<file path="src/rtl/instr_mem_arbiter_if.sv">
// Bus bundle for the instruction memory arbiter: loader stream, fetch
// port, memory port and boot status. slave = arbiter, master = environment.
interface instr_mem_arbiter_if #(
    parameter int ADDR_W = 10,
    parameter int DATA_W = 32
);
    // loader stream
    logic              load_start_i;
    logic              load_valid_i;
    logic [DATA_W-1:0] load_data_i;
    logic              load_last_i;
    logic              load_ready_o;
    // fetch port
    logic              fetch_req_i;
    logic [31:0]       fetch_pc_i;
    logic [DATA_W-1:0] fetch_instr_o;
    logic              fetch_valid_o;
    logic              fetch_stall_o;
    // memory port
    logic [ADDR_W-1:0] mem_addr_o;
    logic              mem_we_o;
    logic [DATA_W-1:0] mem_wdata_o;
    logic [DATA_W-1:0] mem_rdata_i;
    // boot status
    logic              cpu_run_o;
    logic [ADDR_W:0]   load_count_o;
    logic              load_err_o;

    modport slave (
        input  load_start_i, load_valid_i, load_data_i, load_last_i,
        input  fetch_req_i, fetch_pc_i, mem_rdata_i,
        output load_ready_o, fetch_instr_o, fetch_valid_o, fetch_stall_o,
        output mem_addr_o, mem_we_o, mem_wdata_o,
        output cpu_run_o, load_count_o, load_err_o
    );

    modport master (
        output load_start_i, load_valid_i, load_data_i, load_last_i,
        output fetch_req_i, fetch_pc_i, mem_rdata_i,
        input  load_ready_o, fetch_instr_o, fetch_valid_o, fetch_stall_o,
        input  mem_addr_o, mem_we_o, mem_wdata_o,
        input  cpu_run_o, load_count_o, load_err_o
    );
endinterface

</file>
<file path="src/rtl/instr_mem_arbiter.sv">
// Single-port instruction memory arbiter: boot loader writes the program,
// then the core is released and fetches get a registered one-cycle read.
// Optional macro INSTR_MEM_ZERO_FILL_EN adds a FILL state that zeroes the
// words above the loaded program before the core is released.
module instr_mem_arbiter #(
    parameter int ADDR_W = 10,
    parameter int DATA_W = 32
) (
    input logic               clk_i,
    input logic               rst_i,
    instr_mem_arbiter_if.slave bus
);

    typedef enum logic [2:0] {
        S_IDLE,
        S_LOAD,
`ifdef INSTR_MEM_ZERO_FILL_EN
        S_FILL,
`endif
        S_RUN,
        S_ERR
    } state_t;

    localparam logic [ADDR_W-1:0] PTR_TOP = '1;

    state_t            state_q, state_d;
    logic [ADDR_W-1:0] ptr_q, ptr_d;
    logic [ADDR_W:0]   count_q, count_d;
    logic              err_q, err_d;
    logic              ready_q, ready_d;
    logic              run_q, run_d;
    logic [DATA_W-1:0] instr_q, instr_d;
    logic              fvalid_q, fvalid_d;

    logic              pc_ok;
    logic [ADDR_W-1:0] mem_addr;
    logic              mem_we;
    logic [DATA_W-1:0] mem_wdata;

    // A PC is serviceable only when word aligned and inside the memory.
    assign pc_ok = (bus.fetch_pc_i[1:0] == 2'b00) &&
                   (bus.fetch_pc_i[31:ADDR_W+2] == '0);

    // Next-state: boot sequencing, load pointer/count and fetch response.
    always_comb begin
        state_d  = state_q;
        ptr_d    = ptr_q;
        count_d  = count_q;
        err_d    = err_q;
        instr_d  = instr_q;
        fvalid_d = 1'b0;
        case (state_q)
            S_IDLE: begin
                if (bus.load_start_i) begin
                    state_d = S_LOAD;
                    ptr_d   = '0;
                    count_d = '0;
                end
            end
            S_LOAD: begin
                if (bus.load_start_i) begin
                    ptr_d   = '0;
                    count_d = '0;
                end else if (bus.load_valid_i) begin
                    ptr_d   = ptr_q + 1'b1;
                    count_d = count_q + 1'b1;
                    if (bus.load_last_i) begin
`ifdef INSTR_MEM_ZERO_FILL_EN
                        // Program reaching the top address leaves nothing to fill.
                        state_d = (ptr_q == PTR_TOP) ? S_RUN : S_FILL;
`else
                        state_d = S_RUN;
`endif
                    end else if (ptr_q == PTR_TOP) begin
                        // Program longer than memory: the top word is kept, load aborts.
                        state_d = S_ERR;
                        err_d   = 1'b1;
                    end
                end
            end
`ifdef INSTR_MEM_ZERO_FILL_EN
            S_FILL: begin
                if (bus.load_start_i) begin
                    state_d = S_LOAD;
                    ptr_d   = '0;
                    count_d = '0;
                end else begin
                    ptr_d = ptr_q + 1'b1;
                    if (ptr_q == PTR_TOP) state_d = S_RUN;
                end
            end
`endif
            S_RUN: begin
                // The read issued this cycle completes even if a reload starts now.
                if (bus.fetch_req_i) begin
                    fvalid_d = 1'b1;
                    instr_d  = pc_ok ? bus.mem_rdata_i : '0;
                end
                if (bus.load_start_i) begin
                    state_d = S_LOAD;
                    ptr_d   = '0;
                    count_d = '0;
                end
            end
            S_ERR: begin
                if (bus.load_start_i) begin
                    state_d = S_LOAD;
                    ptr_d   = '0;
                    count_d = '0;
                    err_d   = 1'b0;
                end
            end
            default: state_d = S_IDLE;
        endcase
    end

    // Status outputs are registered from the next state.
    always_comb begin
        ready_d = (state_d == S_LOAD);
        run_d   = (state_d == S_RUN);
    end

    // Memory port mux: loader (or zero fill) owns it until RUN, then the PC does.
    always_comb begin
        mem_addr  = '0;
        mem_we    = 1'b0;
        mem_wdata = '0;
        case (state_q)
            S_LOAD: begin
                mem_addr  = ptr_q;
                mem_we    = bus.load_valid_i;
                mem_wdata = bus.load_data_i;
            end
`ifdef INSTR_MEM_ZERO_FILL_EN
            S_FILL: begin
                mem_addr = ptr_q;
                mem_we   = 1'b1;
            end
`endif
            S_RUN:   mem_addr = bus.fetch_pc_i[ADDR_W+1:2];
            default: ;
        endcase
    end

    // State and output registers.
    always_ff @(posedge clk_i or negedge rst_i) begin
        if (!rst_i) begin
            state_q  <= S_IDLE;
            ptr_q    <= '0;
            count_q  <= '0;
            err_q    <= 1'b0;
            ready_q  <= 1'b0;
            run_q    <= 1'b0;
            instr_q  <= '0;
            fvalid_q <= 1'b0;
        end else begin
            state_q  <= state_d;
            ptr_q    <= ptr_d;
            count_q  <= count_d;
            err_q    <= err_d;
            ready_q  <= ready_d;
            run_q    <= run_d;
            instr_q  <= instr_d;
            fvalid_q <= fvalid_d;
        end
    end

    assign bus.load_ready_o  = ready_q;
    assign bus.cpu_run_o     = run_q;
    assign bus.fetch_stall_o = ~run_q;
    assign bus.fetch_valid_o = fvalid_q;
    assign bus.fetch_instr_o = instr_q;
    assign bus.load_count_o  = count_q;
    assign bus.load_err_o    = err_q;
    assign bus.mem_addr_o    = mem_addr;
    assign bus.mem_we_o      = mem_we;
    assign bus.mem_wdata_o   = mem_wdata;

endmodule

</file>
<file path="src/flat_wrapper.sv">
// flat-port wrapper written by rule: the top's interface ports become plain ports
module instr_mem_arbiter_flat 
#(
    parameter int ADDR_W = 10,
    parameter int DATA_W = 32
)
  (clk_i, rst_i, bus_load_start_i, bus_load_valid_i, bus_load_data_i, bus_load_last_i, bus_fetch_req_i, bus_fetch_pc_i, bus_mem_rdata_i, bus_load_ready_o, bus_fetch_instr_o, bus_fetch_valid_o, bus_fetch_stall_o, bus_mem_addr_o, bus_mem_we_o, bus_mem_wdata_o, bus_cpu_run_o, bus_load_count_o, bus_load_err_o);
  instr_mem_arbiter_if #(.ADDR_W(ADDR_W), .DATA_W(DATA_W)) bus_i ();
  input logic clk_i;
  input logic rst_i;
  input wire logic [$bits(bus_i.load_start_i)-1:0] bus_load_start_i;
  input wire logic [$bits(bus_i.load_valid_i)-1:0] bus_load_valid_i;
  input wire logic [$bits(bus_i.load_data_i)-1:0] bus_load_data_i;
  input wire logic [$bits(bus_i.load_last_i)-1:0] bus_load_last_i;
  input wire logic [$bits(bus_i.fetch_req_i)-1:0] bus_fetch_req_i;
  input wire logic [$bits(bus_i.fetch_pc_i)-1:0] bus_fetch_pc_i;
  input wire logic [$bits(bus_i.mem_rdata_i)-1:0] bus_mem_rdata_i;
  output wire logic [$bits(bus_i.load_ready_o)-1:0] bus_load_ready_o;
  output wire logic [$bits(bus_i.fetch_instr_o)-1:0] bus_fetch_instr_o;
  output wire logic [$bits(bus_i.fetch_valid_o)-1:0] bus_fetch_valid_o;
  output wire logic [$bits(bus_i.fetch_stall_o)-1:0] bus_fetch_stall_o;
  output wire logic [$bits(bus_i.mem_addr_o)-1:0] bus_mem_addr_o;
  output wire logic [$bits(bus_i.mem_we_o)-1:0] bus_mem_we_o;
  output wire logic [$bits(bus_i.mem_wdata_o)-1:0] bus_mem_wdata_o;
  output wire logic [$bits(bus_i.cpu_run_o)-1:0] bus_cpu_run_o;
  output wire logic [$bits(bus_i.load_count_o)-1:0] bus_load_count_o;
  output wire logic [$bits(bus_i.load_err_o)-1:0] bus_load_err_o;
  assign bus_i.load_start_i = bus_load_start_i;
  assign bus_i.load_valid_i = bus_load_valid_i;
  assign bus_i.load_data_i = bus_load_data_i;
  assign bus_i.load_last_i = bus_load_last_i;
  assign bus_i.fetch_req_i = bus_fetch_req_i;
  assign bus_i.fetch_pc_i = bus_fetch_pc_i;
  assign bus_i.mem_rdata_i = bus_mem_rdata_i;
  assign bus_load_ready_o = bus_i.load_ready_o;
  assign bus_fetch_instr_o = bus_i.fetch_instr_o;
  assign bus_fetch_valid_o = bus_i.fetch_valid_o;
  assign bus_fetch_stall_o = bus_i.fetch_stall_o;
  assign bus_mem_addr_o = bus_i.mem_addr_o;
  assign bus_mem_we_o = bus_i.mem_we_o;
  assign bus_mem_wdata_o = bus_i.mem_wdata_o;
  assign bus_cpu_run_o = bus_i.cpu_run_o;
  assign bus_load_count_o = bus_i.load_count_o;
  assign bus_load_err_o = bus_i.load_err_o;
  instr_mem_arbiter #(.ADDR_W(ADDR_W), .DATA_W(DATA_W)) u_core (.clk_i(clk_i), .rst_i(rst_i), .bus(bus_i));
endmodule
</file>
<file path="config.mk">
export PLATFORM = sky130hd
export DESIGN_NAME = instr_mem_arbiter_flat
export DESIGN_NICKNAME = d
export VERILOG_FILES = /design/src/rtl/instr_mem_arbiter_if.sv /design/src/rtl/instr_mem_arbiter.sv /design/src/flat_wrapper.sv
export SDC_FILE = /design/constraint.sdc
export NUM_CORES = 1
export LEC_CHECK = 0
export CAP_MARGIN = 20
export CORE_MARGIN = 3
export CORE_UTILIZATION = 39
export DETAILED_ROUTE_END_ITERATION = 16
export GPL_ROUTABILITY_DRIVEN = 0
export GPL_TIMING_DRIVEN = 0
export HOLD_SLACK_MARGIN = 0.15
export PLACE_DENSITY = 0.95
export SYNTH_ARGS = -nofsm -noshare
export SYNTH_HDL_FRONTEND = slang
export SYNTH_SLANG_ARGS = --single-unit
export TNS_END_PERCENT = 1
</file>
<file path="constraint.sdc">
create_clock -name clk_i -period 3.5 [get_ports clk_i]
set_clock_uncertainty 0.2 [all_clocks]
set_input_delay 0.7 -clock clk_i [delete_from_list [all_inputs] [get_ports clk_i]]
set_output_delay 0.7 -clock clk_i [all_outputs]
set_load 0.05 [all_outputs]
</file>
Yosys cells after proc, flatten, opt, wreduce, memory -nomap -nowiden
Cells that the tools add are included.
{ "classes": {"n_addsub": 2, "eq_ne": 13, "mux": 26, "n_bitwise": 1, "reduce_logical": 10} }
{ "op_table": {"columns": ["operator", "count"], "rows": [
  ["32-bit two-way mux", 2],
  ["10-bit one-hot mux with 2 select lines", 2],
  ["11-bit two-way mux", 3],
  ["10-bit two-way mux", 3],
  ["11-bit one-hot mux with 2 select lines", 1],
  ["20-bit logical NOT", 1],
  ["3-bit two-way mux", 5],
  ["11-bit by 1-bit adder with 11-bit output, second input constant", 1],
  ["10-bit by 1-bit adder with 10-bit output, second input constant", 1],
  ["10-bit == test, second input constant", 1],
  ["3-bit by 2-bit == test with 1-bit output, second input constant", 3],
  ["1-bit two-way mux", 8],
  ["2-bit inequality test, second input constant", 4],
  ["3-bit by 1-bit == test with 1-bit output, second input constant", 2],
  ["3-bit one-hot mux with 2 select lines", 1],
  ["6-bit AND reduction", 1],
  ["2-bit by 1-bit inequality test with 1-bit output, second input constant", 2],
  ["2-bit nonzero test", 2],
  ["3-bit logical NOT", 1],
  ["3-bit inequality test, second input constant", 1],
  ["3-bit AND reduction", 1],
  ["3-bit OR reduction", 1],
  ["2-bit logical NOT", 1],
  ["1-bit one-hot mux with 2 select lines", 1],
  ["3 further kinds", 3]
]} }
{ "totals": {"ff_bits": 60, "input_bits": 102, "out_inout_bits": 91, "wordCells": 60} }

Logic depth before layout (Yosys ltp)
Gate-level depths: netlist of the first run.
{ "depth": {"word_depth": 7, "mapped_depth": 8, "ltp_nobuf": 5} }

Least setup slack after synthesis of the first run
No wires, ideal clock.
{ "synth_timing": {"kind": "register to output", "from": "reg u_core.state_q[2]", "to": "out bus_mem_addr_o[1]", "arrival_time_ps": 1687, "t_required_ps": 2600, "setup_slack_ps": 913, "stages_incl_launch_ff": 5, "n_path_buf": 2, "cell_sequence": "dfrtp_1 > buf_6 > nor3b_1 > clkbuf_1 > a22o_1"} }
{ "synth_between": {"elab_chain_cells": 2, "elab_cells_between_ends": 3, "cone_classes": "eq/ne (2); mux (1)"} }
{ "synth_rtl": {"columns": ["item", "line", "rtl"], "rows": [
  ["start, declared", "instr_mem_arbiter.sv:26", "state_t state_q, state_d;"],
  ["start signal, assigned", "instr_mem_arbiter.sv:157", "state_q <= state_d;"],
  ["3-bit by 2-bit == test with 1-bit output or 3-bit by 1-bit == test with 1-bit output (tied branches)", "instr_mem_arbiter.sv:128", "case (state_q)"],
  ["10-bit one-hot mux with 2 select lines *", "instr_mem_arbiter.sv:128", null],
  ["end, declared", "flat_wrapper.sv:22", "output wire logic [$bits(bus_i.mem_addr_o)-1:0] bus_mem_addr_o;"]
]} }
Every way passes the cells marked *; elsewhere a longest branch is shown, timed or not.

Final worst setup path of the first run
{ "layout_timing": {"from": "reg u_core.state_q[2]", "to": "out bus_mem_addr_o[6]"} }
The elaborated chain is that of the path after synthesis.

==> results.sh, run 1 <==
export IMPL_status="finished clean"
export IMPL_rows=30
export IMPL_cpPeakStageDelay_ns=0.80
export IMPL_wl_mm=10.0
export IMPL_ys_ff_latch=60
export IMPL_hold_buffers=0
export IMPL_final_cell_mix="clkdlybuf4s50_1, dfrtp_1, a22o_1, and2_1, dlymetal6s2s_1"
export IMPL_viasPerCell=5.14
export IMPL_required_ns=2.60
export IMPL_wire_per_inst_um=17.6
export IMPL_crit_buf_inv=3
export IMPL_vdd_drop_max_mv=0.195
export IMPL_hold_viol=0
export IMPL_finish_utilization_pct=74.9
export IMPL_max_slew_margin_pct=55.6
export IMPL_drc=0
export IMPL_met3_usage_pct=7.13
export IMPL_grt_pass1_vias=3074
export IMPL_slew_violations=0
export IMPL_fp_coreArea_sq_um=6940
export IMPL_vias=2917
export IMPL_clkTransAtPathRegs_ns=0.07
export IMPL_synth_area_top_cells="dfrtp_1, a22o_1, and2_1, xor2_1, nor2_1"
export IMPL_dp_hpwl_mm=7.71
export IMPL_mostFrequentLayoutCell="clkdlybuf4s50_1"
export IMPL_track_usage_pct=23.5
export IMPL_synth_edf_count=0
export IMPL_cts_resized=9
export IMPL_fin_crit_ns=3.48
export IMPL_io_pins=193
export IMPL_place_inst=551
export IMPL_grt_ovfl_total=0
export IMPL_placed_cell_area_sq_um=4910
export IMPL_drive_above_1_share_pct=5.94
export IMPL_design_die_area_sq_um=8380
export IMPL_ant_nets=0
export IMPL_port_buffers=192
export IMPL_end_kind="output pin"
export IMPL_cp_cell_sequence="buf_6, nor3b_2, clkbuf_1, a22o_1, clkdlybuf4s50_1"
export IMPL_grt_setup_unrepaired="yes"
export IMPL_worst_pin_slew_ns=0.666
export IMPL_synth_area_sq_um=2850
export IMPL_startpoint_type="flop"
export IMPL_cts_buffers=9
export IMPL_cts_setup_buffers=0
export IMPL_design_area_sq_um=5200
export IMPL_synth_main_ff_cell="dfrtp_1"
export IMPL_antenna_found_initial=0
export IMPL_power_density_nw_per_um2=321
export IMPL_synth_seq_area_share_pct=52.6
export IMPL_h_tree_depth=3
export IMPL_clock_latency_ns=0.32
export IMPL_p_total_uw=1670
export IMPL_path_max_fanout=10
export IMPL_final_cell_count_no_fill=567
export IMPL_timing_hold_ws_ns=0.222
export IMPL_cp_slowest_cell="clkdlybuf4s50_1"
export IMPL_die_w_um=91.5
export IMPL_yosys_warnings=0
export IMPL_drt_iter0_drc=103
export IMPL_top_usage_layer="met2"
export IMPL_area_delta_synth_final_pct=82.3
export IMPL_maxCapViolCount=0
export IMPL_p_leak_uw=0.00277
export IMPL_path_delay_family="buffers and inverters"
export IMPL_critPathKind="reg -> out"
export IMPL_postSynthCellCount=262
export IMPL_antenna_cells=0
export IMPL_min_period_over_period_pct=99.4
export IMPL_final_nets=570
export IMPL_fmax_ghz=0.287
export IMPL_cts_tree="yes"
export IMPL_grt_use_met2_pct=42.4
export IMPL_setup_violations=0
export IMPL_initial_utilization_pct=41.1
export IMPL_worstHoldPathType="in -> async"
export IMPL_synth_nets=366
export IMPL_dr_pass1_iters=4
export IMPL_grt_pass1_wl_mm=15.7
export IMPL_async_flop_share_pct=100
export IMPL_arrival_ns=2.58
export IMPL_clock_sinks=60
export IMPL_fp_dieH_um=91.5
export IMPL_clockBufferDepth=2
export IMPL_synth_avg_cell_area_sq_um=10.9
export IMPL_synth_distinct_cells=40
export IMPL_clockRootBuffer="clkbuf_8"
export IMPL_grtUsageMet1_pct=26.8
export IMPL_yosysTopAreaCell="dfrtp_1"
export IMPL_grt_max_degree=34
export IMPL_yosys_area_top_type_share_pct=52.6
-- worst register-to-register path, delay by kind of cell, from the launching register on --
kind / cells / cell delay, ns
AND/OR/NAND/NOR: 3 / 1.22
flip-flops: 1 / 0.48
AO/OA/AOI/OAI: 1 / 0.17
buffers and inverters: 1 / 0.31
-- cell usage after synthesis, types with 4 or more instances --
library cell and number:
nor4_1 6, o21ai_0 5, nor2_1 19, xnor2_1 5, nand2_1 8, nand4_1 7, dfrtp_1 60, buf_2 6
inv_1 4, a21oi_1 5, xor2_1 9, and2_1 34, a22o_1 44, clkbuf_1 9
-- per-layer routing --
layer	wire [um]	part of all wire, %
met3	938	9.4
met1	3860	39
met5	0	0
met2	5140	51
met4	58	0.58
-- power by group --
group	internal, uW	leakage, uW	switching, uW	total, uW
clock network	417	0.000113	253	670
logic	148	0.00182	137	285
registers	703	0.000831	13.3	716
-- registers in the layout (all words and copies together) (netlist names) --
register / flops
u_core.ptr_q: 10
u_core.state_q: 3
u_core.bus.cpu_run_o: 1
u_core.bus.load_count_o: 11
u_core.bus.load_err_o: 1
u_core.bus.fetch_valid_o: 1
u_core.bus.fetch_instr_o: 32
u_core.bus.load_ready_o: 1
-- kinds of logic (layout without fill, tap and decap cells) --
family	count (synthesis)	in the layout	share of synthesized area, %
adder cells (fa/ha/maj)	2	2	0.877
other	1	1	0.131
flip-flops	60	60	52.6
buffers and inverters	21	230	3.29
AND/OR/NAND/NOR	95	95	19.3
XOR/XNOR	14	14	4.30
AO/OA/AOI/OAI	69	69	19.5
-- per-stage QoR --
step,setup slack [ns],setup TNS [ns]
3_3_place_gp,-0.275,-16.42
3_5_place_dp,-0.0614,-0.0614
4_1_cts,0.0111,0
2_1_floorplan,0.913,0
5_1_grt,-0.0964,-0.248
6_report,0.0211,0
-- path summary, 6_finish.rpt --
check / from / to / slack (ns) / cells past startpoint
min: rst_i / u_core.ptr_q[2] / 0.22 / 1
min in group clk_i: u_core.bus.load_err_o / u_core.bus.load_err_o / 0.30 / 1
max reg2reg: u_core.state_q[1] / u_core.bus.fetch_instr_o[11] / 1.05 / 5
max: u_core.state_q[2] / bus_mem_addr_o[6] / 0.02 / 5
max in group asynchronous: rst_i / u_core.bus.fetch_instr_o[8] / 2.28 / 2
min reg2reg: u_core.bus.load_err_o / u_core.bus.load_err_o / 0.30 / 1
-- area by class of cell --
type | instances | area (sq um)
Buffer | 17 | 80.1
Clock buffer | 11 | 141
Clock inverter | 5 | 75.1
Fill cell | 466 | 1740
Inverter | 4 | 15.0
Multi-Input combinational cell | 181 | 1260
Sequential cell | 60 | 1500
Tap cell | 96 | 120
Timing Repair Buffer | 193 | 2010
Note: power is estimated with default switching activity, not from simulation.
==> run 2, diff against run 1 <==
--- a/config.mk
+++ b/config.mk
@@ -12,7 +12,7 @@
 export GPL_ROUTABILITY_DRIVEN = 0
 export GPL_TIMING_DRIVEN = 0
 export HOLD_SLACK_MARGIN = 0.15
-export PLACE_DENSITY = 0.95
+export PLACE_DENSITY = 0.87
 export SYNTH_ARGS = -nofsm -noshare
 export SYNTH_HDL_FRONTEND = slang
 export SYNTH_SLANG_ARGS = --single-unit
==> results.sh, run 2 (same netlist as run 1, synthesis figures left out) <==
export IMPL_grt_ovfl_total=0
export IMPL_worstHoldPathType="in -> async"
export IMPL_viasPerCell=5.13
export IMPL_path_max_fanout=10
export IMPL_h_tree_depth=3
export IMPL_wl_mm=9.86
export IMPL_required_ns=2.60
export IMPL_cts_buffers=9
export IMPL_track_usage_pct=23.3
export IMPL_clock_latency_ns=0.32
export IMPL_grt_pass1_vias=2957
export IMPL_max_slew_margin_pct=56.9
export IMPL_design_area_sq_um=5140
export IMPL_power_density_nw_per_um2=335
export IMPL_min_period_over_period_pct=94.8
export IMPL_worst_pin_slew_ns=0.646
export IMPL_hold_viol=0
export IMPL_tns_ns=0
export IMPL_port_buffers=192
export IMPL_placed_cell_area_sq_um=4910
export IMPL_drive_above_1_share_pct=5.52
export IMPL_fin_crit_ns=3.32
export IMPL_design_die_area_sq_um=8380
export IMPL_grt_max_degree=34
export IMPL_drt_iter0_drc=108
export IMPL_clkTransAtPathRegs_ns=0.07
export IMPL_status="finished clean"
export IMPL_fp_coreArea_sq_um=6940
export IMPL_rows=30
export IMPL_io_pins=193
export IMPL_hold_buffers=0
export IMPL_die_w_um=91.5
export IMPL_drc=0
export IMPL_maxCapViolCount=0
export IMPL_clockBufferDepth=2
export IMPL_cts_tree="yes"
export IMPL_fp_dieH_um=91.5
export IMPL_antenna_found_initial=0
export IMPL_area_delta_synth_final_pct=80.2
export IMPL_final_cell_mix="clkdlybuf4s50_1, dfrtp_1, a22o_1, and2_1, dlygate4sd2_1"
export IMPL_wire_per_inst_um=17.4
export IMPL_critPathKind="in -> out"
export IMPL_grt_setup_unrepaired="no"
export IMPL_grt_pass1_wl_mm=15.3
export IMPL_vdd_drop_max_mv=0.239
export IMPL_ant_nets=0
export IMPL_clock_sinks=60
export IMPL_p_leak_uw=0.00256
export IMPL_dp_hpwl_mm=7.81
export IMPL_antenna_cells=0
export IMPL_arrival_ns=2.42
export IMPL_dr_pass1_iters=4
export IMPL_clockRootBuffer="clkbuf_8"
export IMPL_startpoint_type="primary input"
export IMPL_fmax_ghz=0.301
export IMPL_end_kind="output pin"
export IMPL_largest_reg_flops=32
export IMPL_setup_violations=0
export IMPL_final_nets=570
export IMPL_slew_violations=0
export IMPL_initial_utilization_pct=41.1
export IMPL_reg2reg_slack_ns=1.17
export IMPL_vias=2911
export IMPL_mostFrequentLayoutCell="clkdlybuf4s50_1"
export IMPL_place_ws_ns=-0.0781
export IMPL_final_setup_worst_slack_ns=0.182
export IMPL_cts_setup_buffers=0
[run 2: through the flow]
stage / cells / hold slack, ns / utilization (%) / total power (uW)
global route: 567 / 0.228 / 74.1 / 1790
global placement: 550 / 0.278 / 70.5 / 1010
detailed placement: 551 / 0.290 / 70.7 / 1020
finish: 567 / 0.197 / 74.1 / 1720
floorplan: 262 / 0.204 / - / 834
CTS: 567 / 0.199 / 73.6 / 1740
[run 2: what timing repair did]
item | in CTS | in global routing
cloned | 0 | 0
endpoints found under the setup margin | 43 | 13
resized for setup | 31 | 14
[run 2: area by class of cell]
cell class | count | area [sq um]
plain buffers | 17 | 78.8
clock buffers | 11 | 131
clock inverters | 5 | 100
fillers | 488 | 1800
inverters | 4 | 15.0
multi-input cells | 181 | 1260
flip-flops and latches | 60 | 1500
well taps | 96 | 120
repair buffers | 193 | 1930
[run 2: power by group]
group / switching, uW / internal (uW)
clock network: 255 / 471
logic: 137 / 144
registers: 12.3 / 703
total: 404 / 1320
[run 2: layer usage]
metal	track usage [%]	routed length [um]	part of all wire, %	vias up
met1	24.4	3520	36	1368
met2	42.7	5110	52	160
met4	8.42	193	2.0	0
met5	0	0	0	-
met3	8.12	1040	11	17
li1	-	-	-	1366
[run 2: final timing paths]
kind,from,end,cells after the start
hold / removal,rst_i,u_core.bus.fetch_instr_o[4],1
min in group clk_i,u_core.bus.fetch_instr_o[16],u_core.bus.fetch_instr_o[16],1
setup / recovery,bus_load_valid_i,bus_mem_we_o,6
max in group asynchronous,rst_i,u_core.bus.load_ready_o,2
setup reg to reg,u_core.state_q[2],u_core.bus.fetch_instr_o[17],6
hold reg to reg,u_core.bus.fetch_instr_o[16],u_core.bus.fetch_instr_o[16],1
[run 2: worst max-delay path: stages]
cell	delay (ns)
clkdlybuf4s50_1	0.49
nand4bb_1	0.11
buf_2	0.19
inv_1	0.13
buf_2	0.23
dlygate4sd2_1	0.55
